$ cat src/rtl/reg_bank_pkg.sv
// reg_bank_pkg: default parameters and address-width helper shared by the register bank
package reg_bank_pkg;

    localparam int DEF_DATA_W  = 8;
    localparam int DEF_DEPTH   = 4;
    localparam int DEF_BYPASS  = 1;
    localparam int DEF_ZERO_R0 = 0;

    function automatic int aw_f(input int depth);
        return (depth > 2) ? $clog2(depth) : 1;
    endfunction

endpackage

$ cat src/rtl/reg_bank_entry.sv
// reg_bank_entry: one live/shadow register pair with its dirty flag
module reg_bank_entry #(
    parameter int DATA_W = 8
) (
    input  logic              clk_i,
    input  logic              rst_ni,
    input  logic              we_i,
    input  logic [DATA_W-1:0] wdata_i,
    input  logic              save_i,
    input  logic              restore_i,
    output logic [DATA_W-1:0] live_o,
    output logic              dirty_o
);

    logic [DATA_W-1:0] live_d, live_q;
    logic [DATA_W-1:0] shadow_d, shadow_q;
    logic              dirty_d, dirty_q;

    // restore outranks write; save samples the pre-edge live value, so save+restore swaps
    always_comb begin
        live_d   = restore_i ? shadow_q : (we_i ? wdata_i : live_q);
        shadow_d = save_i ? live_q : shadow_q;
        dirty_d  = (save_i || restore_i) ? (we_i && !restore_i) : (dirty_q || we_i);
    end

    always_ff @(posedge clk_i or negedge rst_ni) begin
        if (!rst_ni) begin
            live_q   <= '0;
            shadow_q <= '0;
            dirty_q  <= 1'b0;
        end else begin
            live_q   <= live_d;
            shadow_q <= shadow_d;
            dirty_q  <= dirty_d;
        end
    end

    assign live_o  = live_q;
    assign dirty_o = dirty_q;

endmodule

$ cat src/rtl/reg_bank.sv
// reg_bank: two-read/one-write register file with shadow bank save/restore/swap and dirty tracking
module reg_bank
    import reg_bank_pkg::*;
#(
    parameter int DATA_W  = DEF_DATA_W,
    parameter int DEPTH   = DEF_DEPTH,
    parameter int BYPASS  = DEF_BYPASS,
    parameter int ZERO_R0 = DEF_ZERO_R0,
    localparam int AW     = aw_f(DEPTH)
) (
    input  logic              clk_i,
    input  logic              rst_ni,
    input  logic              we_i,
    input  logic [AW-1:0]     waddr_i,
    input  logic [DATA_W-1:0] wdata_i,
    input  logic [AW-1:0]     raddr_a_i,
    input  logic [AW-1:0]     raddr_b_i,
    output logic [DATA_W-1:0] rdata_a_o,
    output logic [DATA_W-1:0] rdata_b_o,
    input  logic              save_i,
    input  logic              restore_i,
    output logic [DEPTH-1:0]  dirty_o
);

    logic [DATA_W-1:0] live [DEPTH];
    logic [DEPTH-1:0]  we_e;
    logic              wr_req;
    logic              wr_hit;
    logic              byp_a, byp_b;
    logic [DATA_W-1:0] rd_a, rd_b;

    assign wr_req = we_i && !restore_i;

    // out-of-range addresses match no entry, so they never write, dirty or bypass
    for (genvar i = 0; i < DEPTH; i++) begin : g_entry
        assign we_e[i] = wr_req && (waddr_i == AW'(i)) && !((ZERO_R0 != 0) && (i == 0));
        reg_bank_entry #(
            .DATA_W(DATA_W)
        ) u_entry (
            .clk_i    (clk_i),
            .rst_ni   (rst_ni),
            .we_i     (we_e[i]),
            .wdata_i  (wdata_i),
            .save_i   (save_i),
            .restore_i(restore_i),
            .live_o   (live[i]),
            .dirty_o  (dirty_o[i])
        );
    end

    assign wr_hit = |we_e;
    assign byp_a  = (BYPASS != 0) && wr_hit && (raddr_a_i == waddr_i);
    assign byp_b  = (BYPASS != 0) && wr_hit && (raddr_b_i == waddr_i);

    always_comb begin
        rd_a = '0;
        rd_b = '0;
        for (int i = 0; i < DEPTH; i++) begin
            if (raddr_a_i == AW'(i) && !((ZERO_R0 != 0) && (i == 0))) rd_a = live[i];
            if (raddr_b_i == AW'(i) && !((ZERO_R0 != 0) && (i == 0))) rd_b = live[i];
        end
        rdata_a_o = byp_a ? wdata_i : rd_a;
        rdata_b_o = byp_b ? wdata_i : rd_b;
    end

endmodule

$ cat config.mk
export PLATFORM = sky130hd
export DESIGN_NAME = reg_bank
export DESIGN_NICKNAME = d
export VERILOG_FILES = /design/src/rtl/reg_bank_pkg.sv /design/src/rtl/reg_bank_entry.sv /design/src/rtl/reg_bank.sv
export SDC_FILE = /design/constraint.sdc
export NUM_CORES = 1
export LEC_CHECK = 0
export BUFFER_PORTS_ARGS = -buffer_cell sky130_fd_sc_hd__buf_4
export CORE_ASPECT_RATIO = 0.9
export CORE_MARGIN = 3
export CORE_UTILIZATION = 30
export CTS_CLUSTER_DIAMETER = 50
export CTS_CLUSTER_SIZE = 25
export DETAILED_ROUTE_END_ITERATION = 12
export HOLD_SLACK_MARGIN = 0.1
export SETUP_SLACK_MARGIN = 0.1
export SLEW_MARGIN = 20
export SYNTH_ARGS = -nofsm -noshare
export SYNTH_HDL_FRONTEND = slang
export SYNTH_HIERARCHICAL = 1
export SYNTH_SLANG_ARGS = --single-unit
$ cat constraint.sdc
create_clock -name clk_i -period 4.4 [get_ports clk_i]
set_input_delay 0.88 -clock clk_i [delete_from_list [all_inputs] [get_ports clk_i]]
set_output_delay 0.88 -clock clk_i [all_outputs]
set_load 0.01 [all_outputs]
==> results of run 1 <==
==> layout make-up <==
class,instances,area [µm²],share of cell area
Clock buffer,13,250,0.0599
Sequential cell,68,1700,0.407
Inverter,4,15.0,0.00359
Clock inverter,2,35.0,0.00839
Tap cell,152,190,0.0455
Multi-Input combinational cell,181,1690,0.403
Timing Repair Buffer,40,300,0.0719
==> Yosys cell counts (all sizes together) <==
library cell	number	area, µm²
nand2	33	124
xnor2	4	35.0
mux2	48	548
inv	4	15.0
mux4	16	360
and3	1	6.26
nor3	1	5.00
dfrtp	68	1700
buf	16	155
o21ai	32	175
a21oi	4	20.0
nor2b	1	6.26
mux2i	32	320
nor3b	1	7.51
nand2b	5	31.3
nor2	1	3.75
nand3	2	20.0
==> worst min-delay path, stage by stage, from the launching register on <==
cell	delay [ns]
dfrtp_1	0.33
nand2_1	0.06
o21ai_2	0.05
==> metrics by stage <==
stage | instance area (µm²) | std cells | setup slack [ns]
after floorplan | 3530 | 269 | 1.72
after global placement | 3880 | 445 | 1.43
after detailed placement | 3880 | 445 | 1.38
after CTS | 4170 | 460 | 1.38
after global routing | 4180 | 460 | 1.33
final | 4180 | 460 | 1.36
==> final timing paths <==
kind | start | to | slack, ns | cells after the start
max | restore_i | rdata_a_o[0] | 1.36 | 5
min | g_entry[0].u_entry/shadow_q[6]$_DFFE_PN0P_ | g_entry[0].u_entry/live_o[6]$_DFFE_PN0P_ | 0.47 | 2
max reg2reg | g_entry[2].u_entry/live_o[3]$_DFFE_PN0P_ | g_entry[2].u_entry/shadow_q[3]$_DFFE_PN0P_ | 3.59 | 1
min reg2reg | g_entry[0].u_entry/shadow_q[6]$_DFFE_PN0P_ | g_entry[0].u_entry/live_o[6]$_DFFE_PN0P_ | 0.47 | 2
max in group asynchronous | rst_ni | g_entry[1].u_entry/live_o[5]$_DFFE_PN0P_ | 3.15 | 1
min in group asynchronous | rst_ni | g_entry[3].u_entry/dirty_o$_DFF_PN0_ | 0.67 | 1
==> flip-flops by register name (all words and copies together) (netlist names) <==
register,cells
g_entry.u_entry/live_o,32
g_entry.u_entry/dirty_o,4
g_entry.u_entry/shadow_q,32
==> logic make-up (layout without fill, tap and decap cells) <==
kind of cell	Yosys count	count (layout)	share of synthesized area
XOR/XNOR	4	4	0.00991
flip-flops	68	68	0.481
AO/OA/AOI/OAI	36	36	0.0552
multiplexers	96	96	0.348
buffers and inverters	20	59	0.0481
AND/OR/NAND/NOR	45	45	0.0577
==> per-layer routing <==
metal,up-vias,GRT usage,wire (µm),share of wire
met2,49,0.191,3440,0.43
met4,0,0.0364,53,0.0066
li1,1045,-,-,-
met1,1170,0.196,4230,0.52
met5,-,0,0,0
met3,4,0.0410,359,0.044
==> power breakdown <==
part,internal [mW],switching [mW]
combinational,0.296,0.208
sequential,0.793,0.123
clock,0.450,0.247
total,1.54,0.577
==> qor.txt, run 1 <==
Status - finished clean
Slew @ Worst Pin - 0.874 ns
Synth Warn # - 6
Power Dens Cells - 507 mW/mm²
Iter 0 DRT Violations - 114
TritonRoute pass-1 iters - 4
Share of cells above drive strength 1 - 0.403
Max-slew violation count - 0
Placer Congestion - 0.749
Clk Latency, worst-skew pair - 0.32 ns
Largest delay contributor family on the critical path - simple AND/OR/NAND/NOR gates
RSZ-0062 raised after global routing - false
Slowest CP cell - mux2_2
Crit. End Element - output pin
Post-route setup TNS - 0 ns
Inserted Diodes - 0
Starting Density - 0.316
ANT nets after route - 0
Total track usage - 0.133
DR WL/cell - 17.6 µm
Most common cell after layout, fill and taps aside - dfrtp_1
CP Launch Type - primary input
Crit-path max FO - 8
Final Hold Fails - 0
CTS clk-pin slew, worst paths - 0.05 ns
Final Util - 0.374
Leading cell types in the layout, fill and taps excluded - dfrtp_1, mux2_2, buf_4
WS Path Type - primary input to output pin
GRT Residual Overflow - 0
Overall Power - 2.12 mW
Leakage - 1.79 nW
Layout Nets - 323
Die width - 120 µm
Mapped Cells - 269
Post-CTS setup buffers - 0
Critical Path Most Common Cell - buf_4
Clock root buffer - clkbuf_16
Largest stage delay, worst path - 0.40 ns
Unique masters post-synth - 21
Via density - 4.93
Port bufs - 38
Fin crit share - 0.690
Setup Viol. Count Final - 0
First-pass GRT wire length - 13400 µm
Hold WC Path Type - register to register
Worst hold margin - 0.473 ns
Area delta synth->final - 18.2%
DIE HEIGHT - 109 µm
Syn nets - 288
Post-DP HPWL - 5380 µm
Pin count of the biggest net entering global routing - 69
Worst path bufs/invs - 2
Syn_area_per_cell - 13.1 µm²
Final wirelength - 8090 µm
Critical Path, Cell by Cell - buf_4 -> nor2b_1 -> nand3_2 -> mux2_2 -> buf_4
Highest Clock Rate - 329 MHz
Residual DRC count - 0
Total number of vias - 2268
CTS buffer count - 9
Initial antenna violation count - 0
# IOs - 39
Die footprint - 0.0131 mm²
Filler Cells Inserted - 1122
Mapped Area - 0.00353 mm²
WP data arrival - 2.16 ns
Crit path time final - 3.04 ns
CTS HTree Levels - 3
Sequential area share after synthesis - 0.481
CP required - 3.52 ns
Hold-fix buffers at CTS - 0
Site row count - 36
Vias in the first global route - 2470
Synthesized flop and latch total - 68
CTS Sinks - 68
TritonCTS clock tree - done
Fin Clk Skew - 0.00581 ns
Max Cap Violations - 0
Slew HR - 0.418
Core area - 0.0112 mm²
Worst IR Drop VDD - 290 µV
PostCTS Resize Cnt - 0
Clk buf depth - 2
(Power assumes the default switching activity.)
==> run 2: changes to the inputs <==
--- a/config.mk
+++ b/config.mk
@@ -5,6 +5,7 @@
 export SDC_FILE = /design/constraint.sdc
 export NUM_CORES = 1
 export LEC_CHECK = 0
+export ABC_AREA = 1
 export BUFFER_PORTS_ARGS = -buffer_cell sky130_fd_sc_hd__buf_4
 export CORE_ASPECT_RATIO = 0.9
 export CORE_MARGIN = 3
==> constraint.sdc (replaced) <==
create_clock -name clk_i -period 2.95 [get_ports clk_i]
set_input_delay 0.59 -clock clk_i [delete_from_list [all_inputs] [get_ports clk_i]]
set_output_delay 0.59 -clock clk_i [all_outputs]
set_load 0.01 [all_outputs]
==> qor.txt, run 2 <==
GRT met3 Usage - 0.0462 (+0.00520)
Power Dens Cells - 599 mW/mm² (+18%)
CP Launch Type - primary input
CTS Sinks - 68 (unchanged)
Final Cell Area - 0.00460 mm² (+10%)
Top cell type's share of synthesized area - 0.433 (-0.0488)
Met2 Resource Use GR - 0.258 (+0.0678)
Crit Reg-Reg Endpoint - g_entry[2].u_entry/live_o[7]$_DFFE_PN0P_
Leading cell types in the layout, fill and taps excluded - nand2_1, dfrtp_1, nand3_1
Slew HR - 0.402 (-0.0157)
Top post-synthesis cells by area - dfrtp_1, nand2_1, nand3_1, nand4_1, buf_6
RSZ-0062 raised after global routing - false
Max-slew violation count - 0 (unchanged)
Final wirelength - 11900 µm (+47%)
Crit. End Element - output pin
TritonRoute pass-1 iters - 5 (+1)
Die width - 127 µm (+5.2%)
ANT nets after route - 0 (unchanged)
Register area - 0.00170 mm² (unchanged)
Multi-input gate area - 0.00197 mm² (+17%)
Area delta synth->final - 17.0%
Pin count of the biggest net entering global routing - 69 (unchanged)
Layout Nets - 610 (+89%)
Worst IR Drop VDD - 291 µV (+0.27%)
Final Hold Fails - 0 (unchanged)
Post-CTS setup buffers - 0 (unchanged)
Most common cell after layout, fill and taps aside - nand2_1
Crit path time final - 2.30 ns
Initial antenna violation count - 0 (unchanged)
Syn_area_per_cell - 7.06 µm² (-46%)
WP data arrival - 1.71 ns (-0.45 ns)
DIE HEIGHT - 115 µm (+5.2%)
Total number of vias - 3775 (+66%)
Placer Congestion - 0.944 (+26%)
Post-synth EDFFs - 0 (unchanged)
CTS clk-pin slew, worst paths - 0.05 ns (about the same)
Share of cells above drive strength 1 - 0.154 (-0.248)
CTS HTree Levels - 3 (unchanged)
Total track usage - 0.170 (+0.0365)
Synth top cells by count - nand2_1, dfrtp_1, nand3_1, nand4_1, inv_2
Via density - 4.97 (+0.74%)
Iter 0 DRT Violations - 360 (+220%)
Hold WC Path Type - primary input to asynchronous set/reset pin
GR Util met1 - 0.227 (+0.0313)
Core area - 0.0127 mm² (+14%)
GRT Max-Usage Layer - met2
Syn nets - 576 (+100%)
Sequential area share after synthesis - 0.433 (-0.0488)
Hold-fix buffers at CTS - 0 (unchanged)
Unique masters post-synth - 21 (unchanged)
Worst hold margin - 0.352 ns (-0.121 ns)
GRT Residual Overflow - 0 (unchanged)
Residual DRC count - 0 (unchanged)
Clock root buffer - clkbuf_16
Site row count - 39 (+8.3%)
Synthesized flop and latch total - 68 (unchanged)
Status - finished clean
Mapped Cells - 557 (+110%)
Asr flop ratio synth - 1.00 (unchanged)
Reg2reg start - g_entry[2].u_entry/shadow_q[7]$_DFFE_PN0P_
Synth Warn # - 6 (unchanged)
Clk Latency, worst-skew pair - 0.34 ns (+0.02 ns)
Mapped Area - 0.00393 mm² (+11%)
Crit-path max FO - 19 (+11)
Vias in the first global route - 3628 (+47%)
Max Cap Violations - 0 (unchanged)
TritonCTS clock tree - done
CP required - 2.36 ns (-1.16 ns)
Slew @ Worst Pin - 0.897 ns (+0.0235 ns)
Overall Power - 2.76 mW (+30%)
Final cell count without fillers - 760 (+65%)
Placed cell area - 0.00431 mm² (+11%)
PostCTS Resize Cnt - 0 (unchanged)
Fin crit share - 0.778
CTS buffer count - 9 (unchanged)
Placed Cells - 744 (+67%)
Setup Viol. Count Final - 0 (unchanged)
Clk buf depth - 2 (unchanged)
Die footprint - 0.0145 mm² (+11%)
Post-DP HPWL - 8300 µm (+54%)
R2r setup slk - 2.22 ns (-1.37 ns)
First-pass GRT wire length - 19100 µm (+42%)
Filler Cells Inserted - 1336 (+19%)
Post-route setup TNS - 0 ns (unchanged)
WS Path Type - primary input to output pin
DR WL/cell - 15.6 µm (-11%)
Inserted Diodes - 0 (unchanged)
Fin Clk Skew - 0.00650 ns (+0.000686 ns)
# IOs - 39 (unchanged)
Most frequent cell after synthesis - nand2_1
Reg2Reg Depth - 4 (+3)
Synth area leader - dfrtp_1
Leakage - 2.48 nW (+38%)
Port bufs - 38 (unchanged)
Highest Clock Rate - 436 MHz
Starting Density - 0.309 (-0.00755)
Top FF cell, synth - dfrtp_1
==> run 2: changes by cell type after synthesis, sizes merged, moves of 4 or more <==
cell,change
nor2,+11
nand2b,-5
xnor2,-4
mux2,-48
mux2i,-32
nand2,+316
inv,+19
nand4,+16
mux4,-16
o21ai,-32
nand3,+63
==> run 2: cell families after synthesis <==
| group | count (synthesis) | share of synthesized area |
|---|---|---|
| compound gates | 6 | 0.0134 |
| buf+inv | 39 | 0.0665 |
| flops | 68 | 0.433 |
| simple gates | 444 | 0.488 |
==> run 2: cell type report <==
class	count	share of cell area
multi-input cells	450	0.428
repair buffers	39	0.0636
well taps	164	0.0446
flip-flops and latches	68	0.370
clock buffers	10	0.0498
inverters	23	0.0302
clock inverters	6	0.0139
==> run 2: worst max path at each step <==
stage | cells after the start | end | from
after detailed placement | 7 | rdata_a_o[0] | raddr_a_i[0]
final | 7 | rdata_a_o[3] | raddr_a_i[0]
after global routing | 7 | rdata_a_o[3] | raddr_a_i[0]
after global placement | 7 | rdata_a_o[1] | raddr_a_i[0]
after floorplan | 7 | rdata_a_o[0] | raddr_a_i[1]
after CTS | 7 | rdata_a_o[0] | raddr_a_i[0]
==> run 2: report_power, final <==
group          total, mW  internal, mW  switching, mW  leakage, nW
combinational      0.515         0.189          0.325         1.47
sequential          1.17          1.05          0.120        0.872
clock               1.07         0.654          0.415        0.139
==> run 2: through the flow <==
step / utilization / setup slack (ns)
6_report: 0.361 / 0.654
5_1_grt: 0.361 / 0.559
4_1_cts: 0.361 / 0.670
3_5_place_dp: 0.338 / 0.672
3_3_place_gp: 0.338 / 0.701
2_1_floorplan: - / 1.05
==> run 2: critical path: stages <==
cell and delay [ns]:
buf_4 0.21, inv_2 0.14, a21oi_4 0.34, nand2_4 0.13, nand2_1 0.10, nand2_1 0.05, buf_4 0.14
==> run 2: layer usage <==
layer  routed length (µm)  vias up
met4                  454        0
li1                     -     1837
met1                 5410     1752
met3                  764       38
met5                    0        -
met2                 5230      148
==> run 3: changes to the inputs <==
--- a/config.mk
+++ b/config.mk
@@ -5,7 +5,7 @@
 export SDC_FILE = /design/constraint.sdc
 export NUM_CORES = 1
 export LEC_CHECK = 0
-export ABC_AREA = 1
+export ABC_AREA = 0
 export BUFFER_PORTS_ARGS = -buffer_cell sky130_fd_sc_hd__buf_4
 export CORE_ASPECT_RATIO = 0.9
 export CORE_MARGIN = 3
==> constraint.sdc (replaced) <==
create_clock -name clk_i -period 2.1 [get_ports clk_i]
set_input_delay 0.42 -clock clk_i [delete_from_list [all_inputs] [get_ports clk_i]]
set_output_delay 0.42 -clock clk_i [all_outputs]
set_load 0.01 [all_outputs]
==> qor.txt, run 3 (synthesis results as in run 1) <==
First-pass GRT wire length - 14000 µm (-27%)
Highest Clock Rate - 487 MHz
Final cell count without fillers - 498 (-34%)
Min-Delay Endpoint - g_entry[2].u_entry/live_o[2]$_DFFE_PN0P_
Setup Viol. Count Final - 0 (unchanged)
Fin Clk Skew - 0.00205 ns (-0.00445 ns)
Crit-path max FO - 3 (-16)
CTS clk-pin slew, worst paths - 0.05 ns (about the same)
TritonCTS clock tree - done
Post-DP HPWL - 5790 µm (-30%)
Inserted Diodes - 0 (unchanged)
Worst IR Drop VDD - 504 µV (+73%)
Leading cell types in the layout, fill and taps excluded - dfrtp_1, buf_4, nand2_1
Crit path time final - 2.05 ns
RSZ-0062 raised after global routing - true
Clk buf depth - 2 (unchanged)
Final Util - 0.411 (+0.0498)
Final wirelength - 8500 µm (-28%)
ANT nets after route - 0 (unchanged)
Max-slew violation count - 0 (unchanged)
Iter 0 DRT Violations - 118 (-67%)
Placer Congestion - 0.753 (-20%)
Pin count of the biggest net entering global routing - 69 (unchanged)
Filler Cells Inserted - 1112 (-17%)
R2r setup slk - 1.16 ns (-1.06 ns)
Residual DRC count - 0 (unchanged)
Leakage - 2.06 nW (-17%)
CP required - 1.68 ns (-0.68 ns)
Hold WC Path Type - primary input to register
Post-route setup TNS - 0 ns (unchanged)
Die footprint - 0.0131 mm² (-9.7%)
CP Launch Type - register
Power Dens Cells - 1030 mW/mm² (+73%)
GRT Residual Overflow - 0 (unchanged)
Status - finished clean
Site row count - 36 (-7.7%)
Reg2reg start - g_entry[1].u_entry/live_o[0]$_DFFE_PN0P_
Fin crit share - 0.977
Overall Power - 4.75 mW (+72%)
Final Cell Area - 0.00459 mm² (-0.19%)
DP Worst Slack - 0.0828 ns (-0.589 ns)
CTS HTree Levels - 3 (unchanged)
Area delta synth->final - 29.9%
# IOs - 39 (unchanged)
Die width - 120 µm (-5.0%)
Layout Nets - 361 (-41%)
Slew HR - 0.540 (+0.138)
Total number of vias - 2431 (-36%)
Starting Density - 0.316 (+0.00755)
TritonRoute pass-1 iters - 5 (unchanged)
CTS Sinks - 68 (unchanged)
DR WL/cell - 17.1 µm (+9.4%)
Clk Latency, worst-skew pair - 0.33 ns (about the same)
Port bufs - 38 (unchanged)
Worst Hold Launch - wdata_i[2]
Total track usage - 0.141 (-0.0286)
Final Hold Fails - 0 (unchanged)
Crit Reg-Reg Endpoint - g_entry[1].u_entry/shadow_q[0]$_DFFE_PN0P_
CTS buffer count - 9 (unchanged)
Vias in the first global route - 2597 (-28%)
Reg2Reg Depth - 2 (-2)
Via density - 4.88 (-1.7%)
WP data arrival - 1.63 ns (-0.08 ns)
Most common cell after layout, fill and taps aside - dfrtp_1
Slew @ Worst Pin - 0.690 ns (-0.207 ns)
Clock root buffer - clkbuf_16
Fin worst setup slack - 0.0473 ns (-0.607 ns)
WS Path Type - register to output pin
Placed Cells - 459 (-38%)
Worst hold margin - 0.429 ns (+0.0764 ns)
Initial antenna violation count - 0 (unchanged)
Core area - 0.0112 mm² (-12%)
DIE HEIGHT - 109 µm (-4.9%)
Crit. End Element - output pin
Hold path depth - 3
Placed cell area - 0.00401 mm² (-6.9%)
Max Cap Violations - 0 (unchanged)
Share of cells above drive strength 1 - 0.468 (+0.314)
[run 3: changes by cell type in the layout (fill, tap and decap cells not counted), sizes merged, moves of 3 or more]
| cell | change |
|---|---|
| nor2 | -11 |
| mux2 | +48 |
| nand2 | -316 |
| nand2b | +5 |
| mux2i | +32 |
| buf | +38 |
| inv | -20 |
| clkbuf | +3 |
| nand3 | -63 |
| xnor2 | +4 |
| o21ai | +32 |
| nand4 | -16 |
| mux4 | +16 |
[run 3: worst max path at each step]
stage                                                   from            to  slack [ns]  cells past startpoint
global placement                                raddr_b_i[0]  rdata_b_o[0]        0.09                      4
global route        g_entry[0].u_entry/live_o[4]$_DFFE_PN0P_  rdata_b_o[4]       0.006                      3
CTS                 g_entry[1].u_entry/live_o[0]$_DFFE_PN0P_  rdata_b_o[0]        0.05                      3
finish              g_entry[2].u_entry/live_o[4]$_DFFE_PN0P_  rdata_b_o[4]        0.05                      3
detailed placement                              raddr_b_i[0]  rdata_b_o[1]        0.08                      4
floorplan                                       raddr_b_i[0]  rdata_b_o[0]        0.34                      3
[run 3: final cells by class]
class                           count  area [µm²]  area share
Inverter                            4        15.0     0.00327
Clock inverter                      2        35.0     0.00763
Timing Repair Buffer               78         673       0.147
Clock buffer                       13         250      0.0545
Tap cell                          152         190      0.0414
Sequential cell                    68        1700       0.370
Multi-Input combinational cell    181        1730       0.376
[run 3: repair_timing]
action,in CTS,in global routing
pin swaps,0,0
hold endpoints to repair,29,0
buffers inserted,22,1
hold buffers,1,0
endpoints found under the setup margin,16,16
resized for setup,31,0
cloned,0,0
[run 3: worst max-delay path: stages, from the launching register on]
cell and delay [ns]:
dfrtp_1 0.42, mux4_2 0.49, mux2_4 0.28, buf_6 0.12
[run 3: power breakdown]
part	switching [mW]	internal, mW	total [mW]
logic	0.518	0.875	1.39
clock network	0.518	0.943	1.46
registers	0.238	1.66	1.90
total	1.27	3.48	4.75
[run 3: metal layers]
layer,vias to the layer above,part of all wire,GRT usage
li1,1117,-,-
met1,1230,0.48,0.203
met2,80,0.44,0.206
met3,4,0.082,0.0493
met4,0,0.0040,0.0316
met5,-,0,0
